`src/rtl/modexp_ctrl.sv`:
```
// Modular exponentiation controller: left-to-right square-and-multiply driving an external modular multiplier.
// Define MODEXP_SKIP_ZERO_EN to skip exponent bits above the leading one (results are unchanged).
module modexp_ctrl #(
  parameter int unsigned WIDTH = 16
) (
  input  logic             clk,
  input  logic             rst,
  input  logic             start,
  output logic             ready,
  input  logic [WIDTH-1:0] msg,
  input  logic [WIDTH-1:0] exp,
  input  logic [WIDTH-1:0] mod,
  output logic [WIDTH-1:0] result,
  output logic             done,
  output logic             err,
  output logic             mul_start,
  output logic [WIDTH-1:0] mul_a,
  output logic [WIDTH-1:0] mul_b,
  output logic [WIDTH-1:0] mul_n,
  input  logic             mul_done,
  input  logic [WIDTH-1:0] mul_r
);

  localparam int unsigned IDX_W = (WIDTH > 1) ? $clog2(WIDTH) : 1;

  typedef enum logic [2:0] {
    IDLE     = 3'd0,
    SQR_REQ  = 3'd1,
    SQR_WAIT = 3'd2,
    MUL_REQ  = 3'd3,
    MUL_WAIT = 3'd4,
    FIN      = 3'd5
  } state_t;

  state_t             state_q;
  logic [WIDTH-1:0]   r_q;
  logic [WIDTH-1:0]   m_q;
  logic [WIDTH-1:0]   e_q;
  logic [WIDTH-1:0]   n_q;
  logic [IDX_W-1:0]   bit_q;
  logic               sel_m_q;
  logic               ready_q;
  logic               done_q;
  logic               err_q;
  logic               mul_start_q;
  logic [WIDTH-1:0]   result_q;

`ifdef MODEXP_SKIP_ZERO_EN
  // Position of the leading one in the incoming exponent.
  logic [IDX_W-1:0] msb_c;
  always_comb begin
    msb_c = '0;
    for (int unsigned i = 0; i < WIDTH; i++) begin
      if (exp[i]) msb_c = IDX_W'(i);
    end
  end
`endif

  always_ff @(posedge clk) begin
    if (rst) begin
      state_q     <= IDLE;
      r_q         <= WIDTH'(1);
      m_q         <= '0;
      e_q         <= '0;
      n_q         <= '0;
      bit_q       <= '0;
      sel_m_q     <= 1'b0;
      ready_q     <= 1'b1;
      done_q      <= 1'b0;
      err_q       <= 1'b0;
      mul_start_q <= 1'b0;
      result_q    <= '0;
    end else begin
      done_q      <= 1'b0;
      err_q       <= 1'b0;
      mul_start_q <= 1'b0;
      case (state_q)
        IDLE: begin
          if (start) begin
            m_q     <= msg;
            e_q     <= exp;
            n_q     <= mod;
            r_q     <= WIDTH'(1);
            ready_q <= 1'b0;
            if (mod == '0 || msg >= mod) begin
              state_q  <= FIN;
              done_q   <= 1'b1;
              err_q    <= 1'b1;
              result_q <= '0;
            end else if (mod == WIDTH'(1)) begin
              state_q  <= FIN;
              done_q   <= 1'b1;
              result_q <= '0;
            end else begin
`ifdef MODEXP_SKIP_ZERO_EN
              // The square at the leading one acts on R=1, so go straight to its multiply.
              if (exp == '0) begin
                state_q  <= FIN;
                done_q   <= 1'b1;
                result_q <= WIDTH'(1);
              end else begin
                state_q     <= MUL_REQ;
                bit_q       <= msb_c;
                sel_m_q     <= 1'b1;
                mul_start_q <= 1'b1;
              end
`else
              state_q     <= SQR_REQ;
              bit_q       <= IDX_W'(WIDTH - 1);
              sel_m_q     <= 1'b0;
              mul_start_q <= 1'b1;
`endif
            end
          end
        end
        SQR_REQ: state_q <= SQR_WAIT;
        SQR_WAIT: begin
          if (mul_done) begin
            r_q <= mul_r;
            if (e_q[bit_q]) begin
              state_q     <= MUL_REQ;
              sel_m_q     <= 1'b1;
              mul_start_q <= 1'b1;
            end else if (bit_q == '0) begin
              state_q  <= FIN;
              done_q   <= 1'b1;
              result_q <= mul_r;
            end else begin
              state_q     <= SQR_REQ;
              bit_q       <= bit_q - IDX_W'(1);
              sel_m_q     <= 1'b0;
              mul_start_q <= 1'b1;
            end
          end
        end
        MUL_REQ: state_q <= MUL_WAIT;
        MUL_WAIT: begin
          if (mul_done) begin
            r_q <= mul_r;
            if (bit_q == '0) begin
              state_q  <= FIN;
              done_q   <= 1'b1;
              result_q <= mul_r;
            end else begin
              state_q     <= SQR_REQ;
              bit_q       <= bit_q - IDX_W'(1);
              sel_m_q     <= 1'b0;
              mul_start_q <= 1'b1;
            end
          end
        end
        FIN: begin
          state_q <= IDLE;
          ready_q <= 1'b1;
        end
        default: begin
          state_q <= IDLE;
          ready_q <= 1'b1;
        end
      endcase
    end
  end

  // Operands come straight from flops and only change on a mul_done edge.
  assign mul_a     = r_q;
  assign mul_b     = sel_m_q ? m_q : r_q;
  assign mul_n     = n_q;
  assign mul_start = mul_start_q;
  assign ready     = ready_q;
  assign done      = done_q;
  assign err       = err_q;
  assign result    = result_q;

endmodule
```
`config.mk`:
```
export PLATFORM = sky130hd
export DESIGN_NAME = modexp_ctrl
export DESIGN_NICKNAME = d
export VERILOG_FILES = /design/src/rtl/modexp_ctrl.sv
export SDC_FILE = /design/constraint.sdc
export NUM_CORES = 1
export LEC_CHECK = 0
export ABC_AREA = 1
export CAP_MARGIN = 20
export CORE_ASPECT_RATIO = 1.1
export CORE_UTILIZATION = 43
export CTS_BUF_LIST = sky130_fd_sc_hd__clkbuf_16
export CTS_CLUSTER_SIZE = 30
export DETAILED_ROUTE_END_ITERATION = 7
export PLACE_DENSITY = 0.77
export REMOVE_ABC_BUFFERS = 1
export SLEW_MARGIN = 20
export SYNTH_ARGS = -nofsm -noshare
export SYNTH_HDL_FRONTEND = slang
export SYNTH_SLANG_ARGS = --single-unit
```
`constraint.sdc`:
```
create_clock -name clk -period 1.68 [get_ports clk]
set_clock_uncertainty 0.1 [all_clocks]
set_input_delay 0.336 -clock clk [delete_from_list [all_inputs] [get_ports clk]]
set_output_delay 0.336 -clock clk [all_outputs]
set_load 0.005 [all_outputs]
```
==> summary.txt <==
maximum vdd drop = 0.725 mV
vias in the first global route = 4,894
clk_lat worst skew = 340 ps
CTS Hold Buffers Added = 0
Post-Syn Area = 4480 um2
Crit-path slowest cell = dfxtp_2
Initial DRC Count = 264
sequential fraction of the synthesis area = 0.411
port bufs = 135
RSZ-0062 raised after global routing = yes
Routed Antenna Nets = 0
Area growth, synth to finish = 69.0%
setup TNS = -1020 ps
initial antenna violation count = 0
clock-pin slew of the registers on the worst-case setup and hold paths = 70 ps
GRT overflow = 0
post-DR vias/cell = 5.25
failing checks = negative setup slack
Synth Area per Inst = 7.14 um2
layout net count = 917
total track usage = 0.268
nature of the critical path endpoint = output pin
part of the power in registers = 0.305
max cap viols = 0
Rel. slew slack = 0.786
Final Cycle Share = 1.08
first-pass GRT wire length = 22,700 um
Initial Utilization = 0.448
Ports = 136
final WL = 15,500 um
Placed Cells = 916
total internal power = 6.20 mW
status = finished, violations left
core region area = 9980 um2
largest net degree at the start of global routing = 39
Lkg Pwr = 3.48 nW
Finished Layout Cells = 956
routed vias = 5,019
critical path peak fanout = 6
Final setup viols = 24
die width = 99.3 um
Placement Rows = 38
first-pass iteration count of the detailed router = 5
Mapped Cells = 627
hold_ws = 145 ps
Most used DFF post-synth = dfxtp_1
arrival time worst endpoint = 1370 ps
placer congestion estimate = 0.826
most used cell, CP = buf_6
Max Slew Vio Count = 0
count of unique library cells instantiated by Yosys = 35
cell-by-cell trace of the critical path = inv_2, buf_6, buf_6, buf_8, o21ai_4, buf_6
CTS H-tree depth = 3
min Tclk post-route = 1810 ps
drt drc = 0
final setup margin = -127 ps
CP peak stage delay = 330 ps
share of layout cells above drive strength 1 = 0.402
CTS root buf = clkbuf_16
slew at the pin closest to its max-slew limit = 318 ps
Chip Height = 109 um
Yosys warnings = 0
hold crit path type = input pin to flop
Clock Sinks = 92
Worst setup SP type = flop
routed wire length per instance = 16.2 um
post-place setup slack = -885 ps
die area = 10,800 um2
ant diodes = 0
critical path required time = 1240 ps
HPWL after DPL = 9360 um
Filler cells = 655
Switching Share = 0.378
Post-synth ARST share = 0
Hold Vio Cnt, Final = 0
CTS buffer count = 9
Core Util, Final = 0.758
P per Cell Area = 1320 nW/um2
CTS Buffer Depth = 2
NetSw = 3.76 mW
clock share of power = 0.205
Achievable Freq = 0.554 GHz
Comb pwr share = 0.490
Yosys reg bits = 92
number of synthesized flops with an enable pin = 0
worst setup path class = flop to output pin
CTS tree = yes
==> registers in the layout, summed over array words and instances, names as in the netlist <==
register,count
result,16
mul_start,1
done,1
m_q,16
ready,1
sel_m_q,1
e_q,16
mul_n,16
mul_a,16
bit_q,4
err,1
state_q,3
==> cells by family after synthesis <==
family                     after synthesis  synth area share
and+or+nand+nor                        244             0.242
AOI/OAI and AO/OA                      161             0.193
buffers and inverters                  113             0.106
DFF                                     92             0.411
adders and majority gates               17            0.0475
==> layout make-up <==
| type | count | area [um2] | share of cell area |
|---|---|---|---|
| inverter | 82 | 335 | 0.0443 |
| tap | 120 | 150 | 0.0198 |
| clock inverter | 6 | 66.3 | 0.00876 |
| timing repair buffer | 225 | 2110 | 0.278 |
| multi-input combinational | 422 | 2810 | 0.371 |
| clock buffer | 9 | 225 | 0.0298 |
| sequential | 92 | 1880 | 0.248 |
==> path summary, 6_finish.rpt <==
| check | from | to | slack (ps) | cells past startpoint |
|---|---|---|---|---|
| worst min-delay path | mod[13] | mul_n[13] | 140 | 3 |
| worst max-delay path | sel_m_q | mul_b[2] | -130 | 6 |
| worst max register to register | state_q[1] | result[11] | -60 | 11 |
| worst min register to register | m_q[6] | m_q[6] | 360 | 2 |
==> layer usage <==
| layer | wire length, um | part of all wire | vias to the layer above | GRT usage |
|---|---|---|---|---|
| met5 | 0 | 0 | - | 0 |
| met4 | 301 | 0.019 | 0 | 0.0819 |
| met1 | 5840 | 0.38 | 2376 | 0.282 |
| li1 | - | - | 2446 | - |
| met2 | 8280 | 0.53 | 170 | 0.513 |
| met3 | 1060 | 0.069 | 27 | 0.0763 |
==> power groups by stage <==
stage	Combinational [mW]	Sequential, mW	Clock [mW]
2_1_floorplan	1.86	2.99	0
3_3_place_gp	3.76	2.98	0
3_5_place_dp	3.85	2.99	0
4_1_cts	4.14	2.97	2.05
5_1_grt	5.26	3.09	2.17
6_report	4.88	3.04	2.05
==> stage by stage <==
stage	area (um2)	total power, mW
after floorplan	4310	4.85
after global routing	7570	10.5
after detailed placement	6390	6.84
final	7570	9.96
after global placement	6390	6.74
after CTS	7010	9.16
==> Yosys cell counts (2+ instances only) <==
master	count	area (um2)
nand3b_1	7	52.6
inv_2	13	48.8
nand2_4	4	45.0
buf_4	4	30.0
nand2_1	128	480
ha_1	17	213
dfxtp_1	92	1840
a31oi_1	2	12.5
nor2_1	63	236
buf_2	11	55.1
o21ai_0	39	195
nand2_2	6	37.5
nand4_1	2	12.5
nor3_1	3	15.0
buf_6	3	33.8
nor2_4	4	45.0
nand3_1	20	100
nand3_2	4	40.0
a21oi_1	69	345
clkbuf_1	12	45.0
o21ai_1	43	215
inv_1	68	255
==> critical path, delay by kind of cell, from the launching register on <==
family                 cells  cell delay [ps]
AO/OA/AOI/OAI              1              150
buffers and inverters      5              540
flip-flops                 1              330
==> cell usage in the layout (no fill, tap or decap), types with 3 or more instances in the layout <==
| master | netlist | routed |
|---|---|---|
| clkdlybuf4s50_1 | 0 | 76 |
| clkbuf_2 | 0 | 6 |
| dlygate4sd2_1 | 0 | 5 |
| nand3_2 | 4 | 6 |
| a21oi_2 | 0 | 4 |
| o21ai_4 | 0 | 3 |
| buf_8 | 0 | 3 |
| buf_4 | 4 | 70 |
| buf_12 | 0 | 9 |
| clkbuf_16 | 0 | 12 |
| nand2_4 | 4 | 19 |
| inv_2 | 13 | 20 |
| dlymetal6s2s_1 | 0 | 6 |
| o21ai_2 | 0 | 10 |
| a21oi_1 | 69 | 64 |
| nor2_1 | 63 | 42 |
| nor2_4 | 4 | 6 |
| o21ai_0 | 39 | 22 |
| dfxtp_2 | 0 | 18 |
| o21ai_1 | 43 | 47 |
| nand3_4 | 0 | 3 |
| buf_2 | 11 | 28 |
| dfxtp_4 | 0 | 3 |
| dfxtp_1 | 92 | 71 |
| ha_4 | 0 | 16 |
| nand2_1 | 128 | 80 |
| nand2_2 | 6 | 37 |
| inv_4 | 0 | 9 |
| nor2_2 | 0 | 19 |
| nand3_1 | 20 | 15 |
| nand3b_1 | 7 | 7 |
| buf_6 | 3 | 18 |
| inv_1 | 68 | 52 |
==> what timing repair did <==
action,4_1_cts,5_1_grt
endpoints found under the setup margin,63,85
pin swaps,33,75
setup buffers,15,6
gates cloned,1,3
gates resized for setup,244,190
(Power assumes the default switching activity.)
